**config.mk**
```make
export PLATFORM = sky130hd
export DESIGN_NAME = instr_mem_loader
export DESIGN_NICKNAME = d
export VERILOG_FILES = /design/src/rtl/instr_mem_loader_pkg.sv /design/src/rtl/instr_mem_loader.sv
export SDC_FILE = /design/constraint.sdc
export NUM_CORES = 1
export LEC_CHECK = 0
export ABC_CLOCK_PERIOD_IN_PS = 2200
export CORE_MARGIN = 2
export CORE_UTILIZATION = 59
export CTS_BUF_LIST = sky130_fd_sc_hd__clkbuf_8
export DETAILED_ROUTE_END_ITERATION = 12
export DONT_BUFFER_PORTS = 1
export PLACE_DENSITY_LB_ADDON = 0.25
export SLEW_MARGIN = 40
export SYNTH_ARGS = -nofsm -noshare
export SYNTH_HDL_FRONTEND = slang
export SYNTH_SLANG_ARGS = --single-unit
```
**constraint.sdc**
```tcl
create_clock -name i_clk -period 2.2 [get_ports i_clk]
set_clock_uncertainty 0.15 [all_clocks]
set_input_delay 0.11 -clock i_clk [delete_from_list [all_inputs] [get_ports i_clk]]
set_output_delay 0.11 -clock i_clk [all_outputs]
set_load 0.01 [all_outputs]
```
**src/rtl/instr_mem_loader_pkg.sv**
```systemverilog
// ============================================================================
//  Module   : instr_mem_loader_pkg
//  Brief    : Shared widths, HALT marker and loader FSM state encodings.
//  Revision : 1.0 - initial release
// ============================================================================
`default_nettype none

`ifndef NB_BITS
`define NB_BITS 32
`endif

`ifndef RAM_FETCH_DEPTH
`define RAM_FETCH_DEPTH 10
`endif

`ifndef HALT_INSTR
`define HALT_INSTR 32'hFFFF_FFFF
`endif

package instr_mem_loader_pkg;

  localparam int C_NB_BITS   = `NB_BITS;
  localparam int C_RAM_DEPTH = `RAM_FETCH_DEPTH;
  localparam logic [C_NB_BITS-1:0] C_HALT_WORD = `HALT_INSTR;

  // Loader FSM encodings
  localparam logic [2:0] C_ST_IDLE  = 3'd0;
  localparam logic [2:0] C_ST_LOAD  = 3'd1;
  localparam logic [2:0] C_ST_WRITE = 3'd2;
  localparam logic [2:0] C_ST_DONE  = 3'd3;
  localparam logic [2:0] C_ST_ERROR = 3'd4;

  typedef enum logic [2:0] {
    ST_IDLE  = C_ST_IDLE,
    ST_LOAD  = C_ST_LOAD,
    ST_WRITE = C_ST_WRITE,
    ST_DONE  = C_ST_DONE,
    ST_ERROR = C_ST_ERROR
  } state_t;

endpackage

`default_nettype wire

```
**src/rtl/instr_mem_loader.sv**
```systemverilog
// ============================================================================
//  Module   : instr_mem_loader
//  Brief    : Assembles a big-endian byte stream into words and writes them
//             sequentially into the instruction RAM; holds the CPU in reset
//             until the HALT word has been written.
//  Revision : 1.0 - initial release
// ============================================================================
`default_nettype none

module instr_mem_loader
  import instr_mem_loader_pkg::*;
#(
  parameter int                 NB_BITS   = C_NB_BITS,
  parameter int                 RAM_DEPTH = C_RAM_DEPTH,
  parameter logic [NB_BITS-1:0] HALT_WORD = C_HALT_WORD
) (
  input  logic                 i_clk,
  input  logic                 i_rst,
  input  logic                 i_start,
  input  logic [7:0]           i_rx_data,
  input  logic                 i_rx_valid,
  output logic [NB_BITS-1:0]   o_mem_data,
  output logic [RAM_DEPTH-1:0] o_mem_addr,
  output logic                 o_mem_we,
  output logic                 o_mem_ena,
  output logic                 o_cpu_rst,
  output logic                 o_done,
  output logic                 o_overflow,
  output logic [RAM_DEPTH:0]   o_word_count
);

  state_t                 r_state;
  state_t                 w_state_next;
  logic [NB_BITS-9:0]     r_shift;      // first three bytes of the word
  logic [1:0]             r_byte_cnt;
  logic [NB_BITS-1:0]     r_word;
  logic [RAM_DEPTH-1:0]   r_addr;
  logic [RAM_DEPTH:0]     r_count;

  logic w_clear;
  logic w_shift;
  logic w_latch;
  logic w_addr_inc;
  logic w_count_inc;

  // State register
  always_ff @(posedge i_clk) begin
    if (i_rst) r_state <= ST_IDLE;
    else       r_state <= w_state_next;
  end

  // Next-state and datapath control; a start pulse always beats a byte strobe
  always_comb begin
    w_state_next = r_state;
    w_clear      = 1'b0;
    w_shift      = 1'b0;
    w_latch      = 1'b0;
    w_addr_inc   = 1'b0;
    w_count_inc  = 1'b0;
    case (r_state)
      ST_IDLE: begin
        if (i_start) begin
          w_state_next = ST_LOAD;
          w_clear      = 1'b1;
        end
      end
      ST_LOAD: begin
        if (i_start) begin
          w_clear = 1'b1;
        end else if (i_rx_valid) begin
          if (r_byte_cnt == 2'd3) begin
            w_latch      = 1'b1;
            w_state_next = ST_WRITE;
          end else begin
            w_shift = 1'b1;
          end
        end
      end
      ST_WRITE: begin
        // The write itself is issued by the output register regardless of
        // what happens here, so a restart only affects the following cycle.
        w_count_inc = 1'b1;
        if (i_start) begin
          w_state_next = ST_LOAD;
          w_clear      = 1'b1;
        end else if (r_word == HALT_WORD) begin
          w_state_next = ST_DONE;
        end else if (&r_addr) begin
          w_state_next = ST_ERROR;
        end else begin
          w_state_next = ST_LOAD;
          w_addr_inc   = 1'b1;
          // A byte arriving now is byte 0 of the next word
          w_shift      = i_rx_valid;
        end
      end
      ST_DONE, ST_ERROR: begin
        if (i_start) begin
          w_state_next = ST_LOAD;
          w_clear      = 1'b1;
        end
      end
      default: w_state_next = ST_IDLE;
    endcase
  end

  // Byte assembly, address and word counters
  always_ff @(posedge i_clk) begin
    if (i_rst) begin
      r_shift    <= '0;
      r_byte_cnt <= 2'd0;
      r_word     <= '0;
      r_addr     <= '0;
      r_count    <= '0;
    end else if (w_clear) begin
      r_shift    <= '0;
      r_byte_cnt <= 2'd0;
      r_addr     <= '0;
      r_count    <= '0;
    end else begin
      if (w_shift) begin
        r_shift    <= {r_shift[NB_BITS-17:0], i_rx_data};
        r_byte_cnt <= r_byte_cnt + 2'd1;
      end
      if (w_latch) begin
        r_word     <= {r_shift, i_rx_data};
        r_byte_cnt <= r_byte_cnt + 2'd1;
      end
      if (w_addr_inc)  r_addr  <= r_addr + {{(RAM_DEPTH-1){1'b0}}, 1'b1};
      if (w_count_inc) r_count <= r_count + {{RAM_DEPTH{1'b0}}, 1'b1};
    end
  end

  // Registered outputs, one cycle behind the internal state
  always_ff @(posedge i_clk) begin
    if (i_rst) begin
      o_mem_data   <= '0;
      o_mem_addr   <= '0;
      o_mem_we     <= 1'b0;
      o_mem_ena    <= 1'b0;
      o_cpu_rst    <= 1'b1;
      o_done       <= 1'b0;
      o_overflow   <= 1'b0;
      o_word_count <= '0;
    end else begin
      o_mem_data   <= r_word;
      o_mem_addr   <= r_addr;
      o_mem_we     <= (r_state == ST_WRITE);
      o_mem_ena    <= (r_state == ST_WRITE);
      o_cpu_rst    <= (r_state != ST_DONE);
      o_done       <= (r_state == ST_DONE);
      o_overflow   <= (r_state == ST_ERROR);
      o_word_count <= r_count;
    end
  end

endmodule

`default_nettype wire
```
# Yosys cells after proc, flatten, opt, wreduce, memory -nomap -nowiden
# Index checks and enable logic that the tools add are counted.
# Widths: inputs -> output; s select.
[classes] eq_ne=11 order_cmp=0 mux=28 multipliers=0 shifts=0 addsub=3 n_bitwise=1 div=0 n_reduce_logical=8
[op_table] op="$eq 32x32->1 const B" count=1
[op_table] op="$mux 3" count=7
[op_table] op="$mux 1" count=17
[op_table] op="$add 11x1->11 const B" count=1
[op_table] op="$add 10x1->10 const B" count=1
[op_table] op="$reduce_and 10->1" count=1
[op_table] op="$pmux 3 s3" count=1
[op_table] op="$eq 3x2->1 const B" count=2
[op_table] op="$ne 2x2->1 const B" count=3
[op_table] op="$reduce_or 5->1" count=1
[op_table] op="$mux 2" count=2
[op_table] op="$reduce_and 4->1" count=1
[op_table] op="$eq 3x1->1 const B" count=1
[op_table] op="$eq 3x3->1 const B" count=1
[op_table] op="$logic_not 3->1" count=1
[op_table] op="$ne 3x2->1 const B" count=1
[op_table] op="$reduce_or 3->1" count=1
[op_table] op="$add 2x1->2 const B" count=1
[op_table] op="$eq 2x2->1 const B" count=1
[op_table] op="$ne 2x1->1 const B" count=1
[op_table] op="$pmux 1 s2" count=1
[op_table] op="$reduce_and 2->1" count=1
[op_table] op="$reduce_bool 2->1" count=1
[op_table] op="$reduce_or 2->1" count=1
[op_table] op="$not 1->1" count=1
[word_totals] latch_bits=0 in_bits=12 ff_bits=139 mem_bits_ro=0 mem_bits_rw=0 out_inout_bits=58 wordCells=64 n_memories=0

# Logic depth before layout (Yosys ltp)
[logic_depth] depth_word=7 depth_mapped=7 mapped_depth_nobuf=6

# Worst setup path before layout
# No wires, ideal clock.
[synth_path] path_type="reg-to-reg" start="register r_addr[0]" end="register r_shift[8]" required_time_ps=1978 stages_incl_launch_ff=8 setup_time_ps=72 synth_period_minus_slack_ps=2124 slack_ps=76 n_path_buf=1 t_arrival_ps=1902 path_cell_list="dfxtp_1 ha_1 and4_1 and3_1 a2111o_1 nand2_4 buf_8 mux2i_1"
[synth_between] elab_chain_cells=5
[synth_rtl] element="from (decl)" line="instr_mem_loader.sv:37" source="logic [RAM_DEPTH-1:0] r_addr;"
[synth_rtl] element="from (signal assigned)" line="instr_mem_loader.sv:129" source="if (w_addr_inc) r_addr <= r_addr + {{(RAM_DEPTH-1){1'b0}}, 1'b1};"
[synth_rtl] element="$reduce_and 10->1" line="instr_mem_loader.sv:88" source="end else if (&r_addr) begin"
[synth_rtl] element="$mux 1" line="instr_mem_loader.sv:88"
[synth_rtl] element="$mux 1" line="instr_mem_loader.sv:86" source="end else if (r_word == HALT_WORD) begin"
[synth_rtl] element="$mux 1" line="instr_mem_loader.sv:83" source="if (i_start) begin"
[synth_rtl] element="$pmux 1 s2" line="instr_mem_loader.sv:60" source="case (r_state)"
[synth_rtl] element="to (signal assigned)" line="instr_mem_loader.sv:122" source="r_shift <= {r_shift[NB_BITS-17:0], i_rx_data};"
[synth_rtl] element="to (decl)" line="instr_mem_loader.sv:34" source="logic [NB_BITS-9:0] r_shift;"
# Every way passes these cells.
# A chain may end at the register's enable or synchronous reset.

# Worst setup path after layout
[layout_path] start="register r_state[0]" end="register r_addr[7]"
[layout_between] elab_chain_cells=4 word_cells_on_any_way=9 cone_classes="4 x eq/ne; 2 x mux; 3 x reduce/logical"
[layout_rtl] element="from (decl)" line="instr_mem_loader.sv:32" source="state_t r_state;"
[layout_rtl] element="from (signal assigned)" line="instr_mem_loader.sv:49" source="else r_state <= w_state_next;"
[layout_rtl] element="$eq 3x2->1, or another cell as far along" line="instr_mem_loader.sv:60"
[layout_rtl] element="$reduce_or 5->1 (no line)"
[layout_rtl] element="$mux 1"
[layout_rtl] element="$reduce_or 2->1 (no line)"
# Parallel ways exist; a longest one is shown, timed or not.

==> qor.yml <==
run_status:
  status: "complete, no violations"
sta:
  max_freq_mhz: 476
  fin_crit_sh: 0.954
  fin_tns_setup_ns: 0
  rsz0062_at_grt: "false"
  worstMarginPinSlew_ns: 0.513
  relSlewSlack: 0.653
  finalMaxSlewViolations: 0
  hold_violations: 0
  setup_violations: 0
  final.min_clock_period_ns: 2.10
critical_path:
  path_max_fanout: 9
  arrival_ns: 2.28
  crit_chain: "or4b_4 > a31o_4 > a21oi_4 > a31oi_1 > a41o_1"
  worstSetupStartpointType: "flop"
  crit_slowest_cell: "or4b_4"
  critPathMaxStageDelay_ns: 0.57
  cp_data_required_time_ns: 2.38
  critPathCaptureType: "flop"
  path_class: "flop to flop"
route:
  via_count: 3444
  drt_wl_total_microns: 9000
  ant_nets: 0
  wire_per_inst_microns: 14.0
  drtIter0Drc: 141
  drtPass1Iterations: 4
  route.detailed.drc: 0
  vias_per_cell: 5.36
worst_hold_path:
  hp-class: "primary input to flop"
place:
  port_buffers: 0
  gp_congestion: 0.842
  place_hpwl_microns: 5970
clock_network:
  cts_buffers: 17
  cts-root-buf: "clkbuf_8"
  clkTransAtPathRegs_ns: 0.08
  clk_latency_ns: 0.44
  cts_tree: "yes"
  ctsLongestPathBuffers: 2
  htreeDepth: 4
  clkSinkCount: 139
global_route:
  grt.total_usage: 0.214
  grt_first_pass_wirelength_microns: 14800
  antenna_found_initial: 0
  grt_max_degree: 93
  grt_pass1_vias: 3180
  grt.overflow.total: 0
synth:
  netlist_instances: 504
  synth_cell_types: 43
  ys_ff_latch: 139
  async_flop_share: 0
  synth_edf_count: 0
  syn_nets: 519
  syn_area_sq_um: 4880
  syn_area_per_cell_sq_um: 9.69
  ys.flop_type: "dfxtp_1"
  yosysWarnings: 0
  seq_area_frac_synth: 0.570
floorplanning:
  die_area_sq_um: 9020
  start_util: 0.600
  coreArea_sq_um: 8130
  rows: 33
  die_h_microns: 95.0
  pin_count: 70
  die_x_microns: 95.0
power_and_ir_drop:
  p_switching_uw: 1040
  seq_power_share: 0.572
  peakVddDrop_mv: 0.409
  power_frac_clock: 0.404
  p_sw_frac: 0.237
  pwr-share-comb: 0.025
  p_int_uw: 3360
  power_density_nw_per_um2: 798
  p_leak_uw: 0.00196
cells_and_area:
  fillers: 611
  final_nets: 540
  syn2layout_area_growth_pct: 13.2
  final_util: 0.679
  drive_gt1_frac: 0.104
  diodes: 0
job:
  drv_cap: 0
==> critical path: cells and delay by family (launching register included) <==
kind	cells	cell delay, ns
AOI/OAI and AO/OA	4	0.90
DFF	1	0.38
and+or+nand+nor	1	0.57
==> cells by family after synthesis <==
logic type | synth area share
DFF | 0.570
buffers and inverters | 0.0310
adders and majority gates | 0.00769
and+or+nand+nor | 0.233
xor gates and xnor gates | 0.0251
muxes | 0.0533
AOI/OAI and AO/OA | 0.0794
==> cell type report <==
type | instances | area (sq um) | share of cell area
sequential | 139 | 2780 | 0.504
multi-input combinational | 334 | 1960 | 0.355
timing repair buffer | 28 | 285 | 0.0516
clock buffer | 18 | 248 | 0.0448
tap | 105 | 131 | 0.0238
clock inverter | 14 | 98.8 | 0.0179
inverter | 5 | 18.8 | 0.00340
==> cell usage in the layout (no fill, tap or decap), drive strengths merged <==
master       netlist  layout
xor2               4       4
dfxtp            139     139
ha                 3       3
and2               1       1
a31o               2       2
nor3               3       3
and3               2       2
nand4             10      10
a2111o             1       1
a41o               2       2
o211ai             1       1
and4               2       2
nor3b              3       3
nand4bb            1       1
nor2              26      26
a21o               2       2
nor4b              1       1
mux2i             26      26
clkbuf            21      18
clkinvlp           0       5
inv                5      10
nor4               3       3
clkinv             0       4
buf                5      16
a211oi             4       4
xnor2             10      10
nand3             10      10
or4b               1       1
or3                2       2
nand2            107     107
nand2b             3       3
o32a               1       1
o21ai              4       4
dlygate4sd3        0      12
a31oi              4       4
nor2b             52      52
nand3b             1       1
a21oi             41      41
o22ai              1       1
==> what timing repair did <==
item                                    in CTS  in global routing
endpoints found under the setup margin       1                 12
hold buffers                                13                  0
setup buffers                                0                  2
pin swaps                                    1                  1
gates cloned                                 0                  0
endpoints found under the hold margin      118                  0
resized for setup                            0                  1
==> metrics by stage <==
step | power, uW | std cells | instance area (sq um) | worst slack, ns | hold WS, ns
6_report | 4410 | 643 | 5530 | 0.101 | 0.0156
3_3_place_gp | 2640 | 596 | 5010 | 0.104 | 0.0361
4_1_cts | 4450 | 641 | 5510 | 0.0929 | 0.0000334
3_5_place_dp | 2640 | 596 | 5010 | 0.0155 | 0.0355
2_1_floorplan | 2650 | 504 | 4880 | 0.0760 | 0.0960
5_1_grt | 4570 | 643 | 5530 | 0.00474 | 0.00824
==> final timing paths <==
| kind | slack, ns | endpoint | from | cells past startpoint |
|---|---|---|---|---|
| worst min register to register | 0.30 | r_word[17] | r_shift[9] | 2 |
| worst min-delay path | 0.02 | r_shift[15] | i_rx_valid | 4 |
| worst max-delay path | 0.10 | r_addr[7] | r_state[0] | 5 |
| worst max register to register | 0.10 | r_addr[7] | r_state[0] | 5 |
==> power groups by stage <==
stage	Sequential, uW	Combinational, uW	Clock, uW
floorplan	2580	68.1	0
global placement	2580	56.2	0
detailed placement	2580	56.4	0
CTS	2520	108	1820
global route	2520	119	1930
finish	2520	109	1780
==> sequential cells by signal, indices dropped and copies added, names as in the netlist <==
name          flops
r_addr           10
o_cpu_rst         1
r_shift          24
r_word           32
o_mem_data       32
o_done            1
r_byte_cnt        2
o_word_count     11
o_mem_addr       10
o_overflow        1
r_count          11
o_mem_ena         1
r_state           3
==> per-layer routing <==
metal | part of all wire | up-vias | track usage
met5 | 0 | - | 0
met4 | 0.017 | 0 | 0.0821
met3 | 0.041 | 15 | 0.0758
met2 | 0.48 | 78 | 0.348
met1 | 0.46 | 1615 | 0.260
li1 | - | 1736 | -
==> synth_stat cells, types with 3 or more instances <==
master | instances | area, sq um
a211oi_1 | 4 | 30.0
a21oi_1 | 40 | 200
a31oi_1 | 4 | 25.0
clkbuf_1 | 21 | 78.8
dfxtp_1 | 139 | 2780
ha_1 | 3 | 37.5
inv_1 | 5 | 18.8
mux2i_1 | 26 | 260
nand2_1 | 106 | 398
nand2b_1 | 3 | 18.8
nand3_1 | 10 | 50.1
nand4_1 | 10 | 62.6
nor2_1 | 26 | 97.6
nor2b_1 | 52 | 325
nor3_1 | 3 | 15.0
nor3b_1 | 3 | 22.5
o21ai_0 | 4 | 20.0
xnor2_1 | 10 | 87.6
xor2_1 | 4 | 35.0
No activity file was read; power rests on OpenSTA's default activity.
